`src/rtl/pcnn_pkg.sv`:
```
// Shared definitions for the pcnn engine and its result path.
package pcnn_pkg;

  localparam int unsigned in_w  = 20;
  localparam int unsigned out_w = 8;

  typedef enum logic [1:0] {
    IDLE    = 2'd0,
    CAPTURE = 2'd1,
    READY   = 2'd2
  } coll_state_e;

  function automatic int unsigned calc_o_size(input int unsigned a_size,
                                              input int unsigned f_size,
                                              input int unsigned stride,
                                              input int unsigned zeropadding);
    return (a_size + 2 * zeropadding - f_size) / stride + 1;
  endfunction

  function automatic int unsigned calc_n_out(input int unsigned a_size,
                                             input int unsigned f_size,
                                             input int unsigned stride,
                                             input int unsigned zeropadding);
    int unsigned o;
    o = calc_o_size(a_size, f_size, stride, zeropadding);
    return o * o;
  endfunction

endpackage

```
`src/rtl/pcnn_quantize.sv`:
```
// Combinational 20->8 arithmetic shift and saturate; reusable on any engine output.
module pcnn_quantize
  import pcnn_pkg::*;
#(
  parameter int unsigned shift      = 4,
  parameter int unsigned signed_out = 0
) (
  input  logic [in_w-1:0]  in_data,
  output logic [out_w-1:0] q_c
);

  logic signed [in_w-1:0] s;

  always_comb begin
    s   = $signed(in_data) >>> shift;
    q_c = s[out_w-1:0];
    if (signed_out != 0) begin
      if (s < -20'sd128)     q_c = 8'h80;
      else if (s > 20'sd127) q_c = 8'h7F;
    end else begin
      if (s < 20'sd0)        q_c = 8'h00;
      else if (s > 20'sd255) q_c = 8'hFF;
    end
  end

endmodule

```
`src/rtl/pcnn_result_collector.sv`:
```
// Captures one quantised output feature map from the pcnn engine and serves host reads.
module pcnn_result_collector
  import pcnn_pkg::*;
#(
  parameter int unsigned a_size      = 6,
  parameter int unsigned f_size      = 3,
  parameter int unsigned stride      = 1,
  parameter int unsigned zeropadding = 0,
  parameter int unsigned shift       = 4,
  parameter int unsigned signed_out  = 0,
  localparam int unsigned n_out = calc_n_out(a_size, f_size, stride, zeropadding),
  localparam int unsigned aw    = (n_out > 1) ? $clog2(n_out) : 1,
  localparam int unsigned cw    = $clog2(n_out + 1)
) (
  input  logic             clk,
  input  logic             reset,
  input  logic             go,
  input  logic [in_w-1:0]  in_data,
  input  logic             in_valid,
  input  logic             in_done,
  input  logic             rd_en,
  input  logic [aw-1:0]    rd_addr,
  output logic [out_w-1:0] rd_data,
  output logic             rd_valid,
  output logic             busy,
  output logic             done,
  output logic             short_frame,
  output logic             overflow,
  output logic [cw-1:0]    count
);

  coll_state_e      state;
  logic [n_out-1:0] written;
  logic [out_w-1:0] store [n_out];
  logic [out_w-1:0] q_c;
  logic             wr_en_c;
  logic             rd_hit_c;
  logic             last_c;

  pcnn_quantize #(
    .shift      (shift),
    .signed_out (signed_out)
  ) u_quant (
    .in_data (in_data),
    .q_c     (q_c)
  );

  // go wins over a same-cycle sample, so capture only begins the cycle after go
  assign wr_en_c  = (state == CAPTURE) && in_valid && !go;
  assign last_c   = (count == cw'(n_out - 1));
  assign rd_hit_c = (32'(rd_addr) < n_out) && written[rd_addr];

  // Sample store carries no reset; the written mask qualifies every read.
  always_ff @(posedge clk) begin
    if (wr_en_c) store[aw'(count)] <= q_c;
  end

  always_ff @(posedge clk or posedge reset) begin
    if (reset) begin
      state       <= IDLE;
      written     <= '0;
      rd_data     <= '0;
      rd_valid    <= 1'b0;
      busy        <= 1'b0;
      done        <= 1'b0;
      short_frame <= 1'b0;
      overflow    <= 1'b0;
      count       <= '0;
    end else begin
      rd_valid <= rd_en;
      if (rd_en) rd_data <= rd_hit_c ? store[rd_addr] : '0;

      if (go) begin
        state       <= CAPTURE;
        busy        <= 1'b1;
        written     <= '0;
        count       <= '0;
        done        <= 1'b0;
        short_frame <= 1'b0;
        overflow    <= 1'b0;
      end else begin
        case (state)
          CAPTURE: begin
            if (in_valid) begin
              written[aw'(count)] <= 1'b1;
              count               <= count + cw'(1);
            end
            // in_done is judged against the post-write count
            if (in_valid && last_c) begin
              state <= READY;
              busy  <= 1'b0;
              done  <= 1'b1;
            end else if (in_done) begin
              state       <= READY;
              busy        <= 1'b0;
              done        <= 1'b1;
              short_frame <= 1'b1;
            end
          end
          default: begin
            if (in_valid) overflow <= 1'b1;
          end
        endcase
      end
    end
  end

endmodule

```
`config.mk`:
```
export PLATFORM = sky130hd
export DESIGN_NAME = pcnn_result_collector
export DESIGN_NICKNAME = d
export VERILOG_FILES = /design/src/rtl/pcnn_pkg.sv /design/src/rtl/pcnn_quantize.sv /design/src/rtl/pcnn_result_collector.sv
export SDC_FILE = /design/constraint.sdc
export NUM_CORES = 1
export LEC_CHECK = 0
export ABC_AREA = 0
export BUFFER_PORTS_ARGS = -buffer_cell sky130_fd_sc_hd__buf_2
export CAP_MARGIN = 25
export CORE_UTILIZATION = 45
export CTS_BUF_LIST = sky130_fd_sc_hd__clkbuf_4 sky130_fd_sc_hd__clkbuf_8 sky130_fd_sc_hd__clkbuf_16
export DETAILED_ROUTE_END_ITERATION = 16
export PLACE_DENSITY = 0.63
export REMOVE_ABC_BUFFERS = 1
export SYNTH_ARGS = -nofsm -noshare
export SYNTH_HDL_FRONTEND = slang
export SYNTH_SLANG_ARGS = --single-unit
```
`constraint.sdc`:
```
create_clock -name clk -period 2.05 [get_ports clk]
set_input_delay 0.1025 -clock clk [delete_from_list [all_inputs] [get_ports clk]]
set_output_delay 0.1025 -clock clk [all_outputs]
set_load 0.02 [all_outputs]
```
Yosys cells after proc, flatten, opt, wreduce, memory -nomap -nowiden
Memory sizes are Yosys's and may differ from the RTL's.
Index checks and enable logic that the tools add are counted.
- bits in read-only memories: 0
- logic and storage cells: 67
- register bits: 36
- bits in writable memories: 128
- output and inout bits: 18
- bits in latches: 0
- memories: 1
- bits of input ports: 30
- memories (name ; words ; width ; rd ports ; clocked after Yosys merged registers in ; write ports ; RTL line ; source):
    store ; 16 ; 8 ; 1 ; 0 ; 1 ; pcnn_result_collector.sv:34 ; logic [out_w-1:0] store [n_out];
- reduce and logical (&&, ||, !) cells: 13
- add/sub/neg operators: 1
- equal/unequal tests: 4
- muxes and demuxes: 33
- bitwise logic cells: 1
- multipliers: 0
- shifts and indexed selects: 0
- magnitude comparators: 5
- divide/modulo/power cells: 0
- operators with widths (kind ; count):
    $mux W16 ; 3
    $mux W8 ; 3
    $mux W1 ; 18
    $gt A16 B9 Y1 const B ; 1
    $lt A16 B1 Y1 const B ; 1
    $or A16 B16 Y16 ; 1
    $mux W5 ; 3
    $lt A4 B5 Y1 const B ; 2
    $mux W2 ; 4
    $reduce_and A2 Y1 ; 3
    $reduce_bool A2 Y1 ; 3
    $add A5 B1 Y5 const B ; 1
    $eq A5 B4 Y1 const B ; 1
    $bmux W1 S4 ; 1
    $demux W1 S4 ; 1
    $ge A4 B1 Y1 const B ; 1
    $logic_and A1 B1 Y1 ; 4
    $ne A2 B2 Y1 const B ; 2
    $reduce_and A3 Y1 ; 1
    $reduce_bool A3 Y1 ; 1
    $eq A2 B1 Y1 const B ; 1
    $logic_not A1 Y1 ; 1

Longest topological paths before layout
Gate-level depths: netlist (run 1).
- depth in word-level cells: 8
- mapped depth: 7
- depth with buffers taken out: 6

Cells and area by module
From an unflattened synthesis (run 1), not the netlist that was laid out.
- cells, all modules: 384
- area total of the unflattened synthesis: 6598.8 µm²
- by module, submodules not included (module ; cells each ; sequential area each (µm²) ; times used ; area each (µm²)):
    pcnn_result_collector ; 364 ; 4694.5 ; 1 ; 6485.0
    pcnn_quantize ; 20 ; 0.0 ; 1 ; 113.9

Worst setup path before layout (run 1)
Ideal clock, no wire load.
- kind: reg-to-reg
- start point: register state[1]
- end point: memory store[3][0] (enable)
- setup time: 0.386 ns
- arrival: 1.570 ns
- required time: 1.664 ns
- slack: 0.095 ns
- buffers on the path: 0
- stages on the path, launching flop included: 4
- period minus slack after synthesis: 1.955 ns
- path through: dfrtp_1 > and4bb_2 > nand2_1 > nor3_1
- word-level cells in the longest chain between the ends: 5
- ends and longest elaborated chain (element ; RTL line ; source):
    start, declared ; pcnn_result_collector.sv:32 ; coll_state_e state;
    start signal, assigned ; pcnn_result_collector.sv:60 ; state <= IDLE;
    start signal, assigned ; pcnn_result_collector.sv:74 ; state <= CAPTURE;
    start signal, assigned ; pcnn_result_collector.sv:90 ; state <= READY;
    $eq A2 B1 Y1 ; pcnn_result_collector.sv:49 ; assign wr_en_c = (state == CAPTURE) && in_valid && !go;
    $logic_and A1 B1 Y1 (2 in series) ; pcnn_result_collector.sv:49 ;
    $mux W1 ; pcnn_result_collector.sv:55 ; if (wr_en_c) store[aw'(count)] <= q_c;
    $mux W1 (implied by the code) ; pcnn_result_collector.sv:55 ;
    end, declared ; pcnn_result_collector.sv:34 ;
No other way between the ends.

Worst setup path after layout (run 1)
- start point: register count[0]
- end point: register short_frame
- word-level cells in the longest chain between the ends: 4
- ends and longest elaborated chain (element ; RTL line ; source):
    start, declared ; pcnn_result_collector.sv:29 ; output logic [cw-1:0] count
    start signal, assigned ; pcnn_result_collector.sv:86 ; count <= count + cw'(1);
    $eq A5 B4 Y1 ; pcnn_result_collector.sv:50 ; assign last_c = (count == cw'(n_out - 1));
    $logic_and A1 B1 Y1 ; pcnn_result_collector.sv:89 ; if (in_valid && last_c) begin
    $ne A2 B2 Y1 (no line) ; n/a ;
    $reduce_and A3 Y1 (no line) ; n/a ;
    end signal, assigned ; pcnn_result_collector.sv:66 ; short_frame <= 1'b0;
    end signal, assigned ; pcnn_result_collector.sv:79 ; short_frame <= 1'b0;
    end signal, assigned ; pcnn_result_collector.sv:97 ; short_frame <= 1'b1;
    end, declared ; pcnn_result_collector.sv:27 ; output logic short_frame,
No other way between the ends.
A chain may end at the register's enable or synchronous reset.

==> results.toml, run 1 <==
[logic_synthesis]
async_reset_ff_share_pct = 20.99
synth.avg_cell_area_um2 = 18.11
ys_ff_latch = 162
synthCells = 359
synth_cell_type_count = 40
synth-edff-count = 128
ys_warn_count = 0
seq_area_frac_synth_pct = 72.20
yosys_most_used_dff = "edfxtp_1"
synth_area_mm2 = 0.006502

[power_and_ir_drop]
netSwitchingPower_w = 0.001564
ir_drop_v = 0.0007483
p_seq_share_pct = 50.6
p_per_area_mw_per_mm2 = 915.6
pwr-share-comb_pct = 6.3
p_clk_share_pct = 43.1
netSwitchingFraction_pct = 21.88
power_leakage_nw = 2.964
p_int_w = 0.005585

[finish]
regArea_mm2 = 0.004696
layout-drive-gt1-share_pct = 32.03
area_growth_pct = 20.09
fin_util_pct = 55.82
n_fill_cell = 1097
multi_input_area_mm2 = 0.001643
diodes = 0
final_nets = 484
final_cells = 642

[setup_path]
cp_common_cell = "ha_1"
slowest_stage = "dlygate4sd3_1"
cp.depth = 7
cp_max_fo = 5
cp-start-kind = "register"
crit_chain = "ha_1, and3_1, ha_1, a21oi_2, a21oi_1, nor2_1, dlygate4sd3_1"
arrival_ns = 2.35
reg2reg_depth = 7
path_class = "register to register"
crit_required_ns = 2.41
crit_buf_inv = 1
end_kind = "register"
crit_path_max_incr_delay_ns = 0.55
crit_family = "buffers and inverters"

[cts]
path_clk_slew_ns = 0.06
clk_latency_ns = 0.42
root_buffer = "clkbuf_16"
cts_tree = "yes"
htree_levels = 4
cts-buffers-inserted = 17
cts.sinks = 162
cts_max_path_buffers = 2

[floorplan]
fp.dieH_um = 122.2
dieArea_mm2 = 0.01494
core_area_mm2 = 0.01399
io_pins = 48
die_w_um = 122.2
start_util_pct = 46.48
rows = 43

[drt]
avgRoutedWirePerCell_um = 20.50
wl_met1_mm = 5.442
drcViolationCount = 0
drt_first_iter_violations = 275
wl_mm = 13.16
route.met3.wl_um = 737
highest_layer = "met4"
vias = 3537
wl_met2_mm = 6.799
drt.antenna.violating_nets = 0
via_per_inst = 5.509
firstDrtPassIters = 6

[run]
cap_violations = 0

[sta]
max_freq_ghz = 0.5032
fin_tns_setup_ns = 0
setup_viol = 0
finalMaxSlewViolations = 0
slew_headroom_pct = 67.70
post-route-min-period_ns = 1.987
rsz0062_at_grt = "no"
max_slew.worst_pin.slew_ns = 0.4828
final-hold-violation-count = 0
fin_ws_ns = 0.06283
skew_ns = 0.006537
period_share_pct = 96.94

[min_path]
min_path_cells = 3
min_path_type = "primary input to register"

[placed_design]
dp_hpwl_mm = 8.322
dp.cells = 591
dp_slack_ns = 0.2336
portBuffers = 43
globalplace.congestion = 0.7410

[global_route]
grt_pass1_vias = 3626
grt_pass1_wl_mm = 20.10
grt_start_max_net_pins = 35
grt_use_total_pct = 19.42
grt_overflow = 0
antenna_found_initial = 0

[run_status]
outcome = "completed"
-- state kept, by name (all words and copies together), names as in the netlist --
signal	count
short_frame	1
rd_data	8
overflow	1
rd_valid	1
count	5
written	16
store	128
state	2
-- layer usage --
| metal | track usage [%] | up-vias |
|---|---|---|
| met5 | 0 | - |
| met4 | 6.860 | 0 |
| met3 | 5.576 | 12 |
| met2 | 32.83 | 88 |
| met1 | 23.80 | 1839 |
| li1 | - | 1598 |
-- cell usage after synthesis (all sizes together) (3+ instances only) --
cell | count | area [um^2]
edfxtp | 128 | 3844
dfrtp | 34 | 850.8
mux4 | 34 | 795.8
nor2 | 25 | 93.84
a22oi | 16 | 120.1
inv | 15 | 56.31
nand2 | 15 | 56.30
a21oi | 13 | 65.06
o21a | 12 | 90.09
buf | 10 | 86.33
a22o | 8 | 70.07
clkbuf | 7 | 26.28
ha | 5 | 62.56
a21o | 4 | 30.03
nor2b | 4 | 25.02
nor3 | 4 | 20.02
nand2b | 3 | 18.77
-- timing repair --
item / 4_1_cts / 5_1_grt
hold endpoints to repair: 43 / 0
setup endpoints to repair: 0 / 1
buffers inserted: 0 / 5
hold buffers: 6 / 0
gates resized for setup: 0 / 2
-- area by class of cell --
type                       count  share of cell area, %
tap                          180                  2.884
sequential                   162                  60.13
timing repair buffer          88                  7.755
clock inverter                15                  2.019
clock buffer                  17                  5.448
inverter                      15                 0.7210
multi-input combinational    165                  21.04
-- cells by family after synthesis --
logic type	after synthesis	synth area share, %
buffers and inverters	32	2.598
AND/OR/NAND/NOR	63	4.714
multiplexers	37	12.72
adder cells (fa/ha/maj)	5	0.9621
AO/OA/AOI/OAI	57	6.408
flip-flops	162	72.20
XOR/XNOR	3	0.4042
-- tightest hold or removal path, stage by stage --
cell	delay (ns)
buf_2	0.09
inv_1	0.04
a21oi_1	0.07
-- cells in the final DEF (no fill, tap or decap), types with 6 or more instances in the layout --
| cell type | n |
|---|---|
| mux4_2 | 26 |
| o21a_1 | 12 |
| dfrtp_1 | 33 |
| a22oi_1 | 16 |
| nor2_1 | 25 |
| nand2_1 | 15 |
| a21oi_1 | 12 |
| clkbuf_16 | 17 |
| clkinvlp_4 | 7 |
| a22o_1 | 8 |
| mux4_1 | 8 |
| inv_1 | 13 |
| buf_4 | 36 |
| buf_2 | 43 |
| edfxtp_1 | 128 |
| dlygate4sd3_1 | 6 |
-- power by group through the flow --
stage               registers, W  clock network, W  logic [W]
floorplan                0.00371                 0   0.000201
global placement         0.00368                 0   0.000412
detailed placement       0.00369                 0   0.000421
CTS                      0.00362           0.00314   0.000432
global route             0.00362           0.00328   0.000498
finish                   0.00362           0.00308   0.000453
-- worst paths after layout --
path / startpoint / end / slack [ns]
worst max-delay path: count[0] / short_frame / 0.06
worst min-delay path: in_data[6] / store[7][2] / 0.06
worst max register to register: count[0] / short_frame / 0.06
worst min register to register: written[3] / written[3] / 0.48
max in group asynchronous: reset / count[0] / 1.37
min in group asynchronous: reset / overflow / 0.33
-- per-stage QoR --
stage	cell area, um^2	hold WS, ns	total power, W
2_1_floorplan	6390	0.1339	0.003912
3_3_place_gp	7063	0.2187	0.004095
3_5_place_dp	7063	0.2386	0.004108
4_1_cts	7706	0.2895	0.007187
5_1_grt	7809	0.05849	0.007392
6_report	7809	0.05996	0.007149
(Power assumes the default switching activity.)
==> run 2, diff against run 1 <==
--- a/config.mk
+++ b/config.mk
@@ -11,7 +11,7 @@
 export CORE_UTILIZATION = 45
 export CTS_BUF_LIST = sky130_fd_sc_hd__clkbuf_4 sky130_fd_sc_hd__clkbuf_8 sky130_fd_sc_hd__clkbuf_16
 export DETAILED_ROUTE_END_ITERATION = 16
-export PLACE_DENSITY = 0.63
+export PLACE_DENSITY = 0.66
 export REMOVE_ABC_BUFFERS = 1
 export SYNTH_ARGS = -nofsm -noshare
 export SYNTH_HDL_FRONTEND = slang
==> constraint.sdc (replaced) <==
create_clock -name clk -period 1.8 [get_ports clk]
set_input_delay 0.09 -clock clk [delete_from_list [all_inputs] [get_ports clk]]
set_output_delay 0.09 -clock clk [all_outputs]
set_load 0.02 [all_outputs]
==> run 2 against run 1 <==
Effect of this change: sequential cell count stayed put; die area stayed put; routed wire length is 3.4% higher; hold slack improved by 0.065 ns; register-to-register slack improved by 0.10 ns; total power increased by 21%; clock power grew 31%; setup slack gained 0.10 ns; critical path type unchanged; largest power group unchanged.
==> results.toml, run 2 (synthesized netlist as in run 1, its figures left out) <==
[setup_path]
crit_path_max_incr_delay_ns = 0.42
cp_max_fo = 9
crit_required_ns = 1.92
path_class = "register to register"
arrival_ns = 1.76
slowest_stage = "dfrtp_1"
end_kind = "register"
crit_chain = "and4bb_2, nand2_1, nor3_1, buf_4"
cp-start-kind = "register"

[power_and_ir_drop]
pwr-share-comb_pct = 5.9
p_clk_share_pct = 46.5
p_int_w = 0.006960
netSwitchingPower_w = 0.001693
p_per_area_mw_per_mm2 = 1098
ir_drop_v = 0.0005902
p_seq_share_pct = 47.6
netSwitchingFraction_pct = 19.57
power_leakage_nw = 3.014

[sta]
max_slew.worst_pin.slew_ns = 0.7498
finalMaxSlewViolations = 0
period_share_pct = 90.96
slew_headroom_pct = 50.01
final-hold-violation-count = 0
post-route-min-period_ns = 1.637
skew_ns = 0.007054
setup_viol = 0
max_freq_ghz = 0.6108
rsz0062_at_grt = "no"
timing.hold.ws_ns = 0.1249
fin_tns_setup_ns = 0

[cts]
cts.sinks = 162
cts-buffers-inserted = 17
root_buffer = "clkbuf_16"
htree_levels = 4
path_clk_slew_ns = 0.06
clk_latency_ns = 0.42
post_cts_buffers = 0
cts_max_path_buffers = 2
cts_hold_buf = 5
ctsResizeCount = 0
cts_tree = "yes"

[finish]
multi_input_area_mm2 = 0.001639
layout-drive-gt1-share_pct = 31.30
fin_area_mm2 = 0.007879
regMostFlops = "store"
area_growth_pct = 21.17
regArea_mm2 = 0.004695
n_fill_cell = 1072
largest_reg_flops = 128
largestRegisters = "store: 128 flops, written: 16 flops, rd_data: 8 flops"
final_nets = 482
layout_commonest_cell = "edfxtp_1"
final_cell_mix = "edfxtp_1, buf_2, buf_4"
diodes = 0

[run]
cap_violations = 0

[floorplan]
rows = 43
die_w_um = 122.2
core_area_mm2 = 0.01399
fp.dieH_um = 122.2
io_pins = 48
start_util_pct = 46.48
dieArea_mm2 = 0.01494

[global_route]
grt_pass1_vias = 3596
grt_pass1_wl_mm = 20.52
grt_use_total_pct = 19.73
grt_start_max_net_pins = 35
grt_overflow = 0
antenna_found_initial = 0

[drt]
wl_mm = 13.61
firstDrtPassIters = 5
drt_first_iter_violations = 307
avgRoutedWirePerCell_um = 21.27
drcViolationCount = 0
vias = 3582
drt.antenna.violating_nets = 0
via_per_inst = 5.597

[placed_design]
placed_cell_area_mm2 = 0.007131
globalplace.congestion = 0.7868
dp_hpwl_mm = 8.708
portBuffers = 43

[run_status]
outcome = "completed"

[min_path]
min_path_type = "primary input to register"
## run 2: layout make-up
cell class	instances	area share, %
clock buffer	23	6.368
clock inverter	9	2.207
inverter	15	0.7146
multi-input combinational	165	20.80
sequential	162	59.58
tap	180	2.859
timing repair buffer	86	7.464
## run 2: final timing paths
| kind | start | to | slack [ns] | cells after the start |
|---|---|---|---|---|
| min in group asynchronous | reset | overflow | 0.31 | 4 |
| max reg2reg | state[1] | store[1][4] | 0.16 | 4 |
| min reg2reg | written[11] | written[11] | 0.47 | 1 |
| max | state[1] | store[1][4] | 0.16 | 4 |
| max in group asynchronous | reset | rd_data[5] | 1.17 | 4 |
| min | in_data[6] | store[1][2] | 0.12 | 3 |
## run 2: power groups by stage
stage | clock network [W] | logic [W] | registers, W
after floorplan | 0 | 0.000229 | 0.00423
after global placement | 0 | 0.000488 | 0.00419
after detailed placement | 0 | 0.000502 | 0.00420
after CTS | 0.00409 | 0.000511 | 0.00412
after global routing | 0.00422 | 0.000554 | 0.00412
final | 0.00402 | 0.000512 | 0.00412
## run 2: worst max-delay path, delay by kind of cell, from the launching register on
family / cells / cell delay [ns]
AND/OR/NAND/NOR: 3 / 0.66
flip-flops: 1 / 0.42
buffers and inverters: 1 / 0.25
## run 2: per-layer routing
| layer | part of all wire, % | wire (um) | global-route usage, % | vias to the layer above |
|---|---|---|---|---|
| li1 | - | - | - | 1589 |
| met1 | 44 | 5988 | 26.82 | 1819 |
| met2 | 48 | 6480 | 31.00 | 159 |
| met3 | 7.0 | 955 | 4.507 | 15 |
| met4 | 1.4 | 185 | 7.774 | 0 |
| met5 | 0 | 0 | 0 | - |
## run 2: stage by stage
step           worst slack [ns]  power, W  instances  util (%)
6_report                 0.1628  0.008653        640     56.32
5_1_grt                 0.08799  0.008901        640     56.32
4_1_cts                  0.1620  0.008721        637     56.16
3_5_place_dp           -0.08885  0.004699        600     50.98
3_3_place_gp            0.02864  0.004682        600     50.98
2_1_floorplan           -0.1555  0.004455        342         -
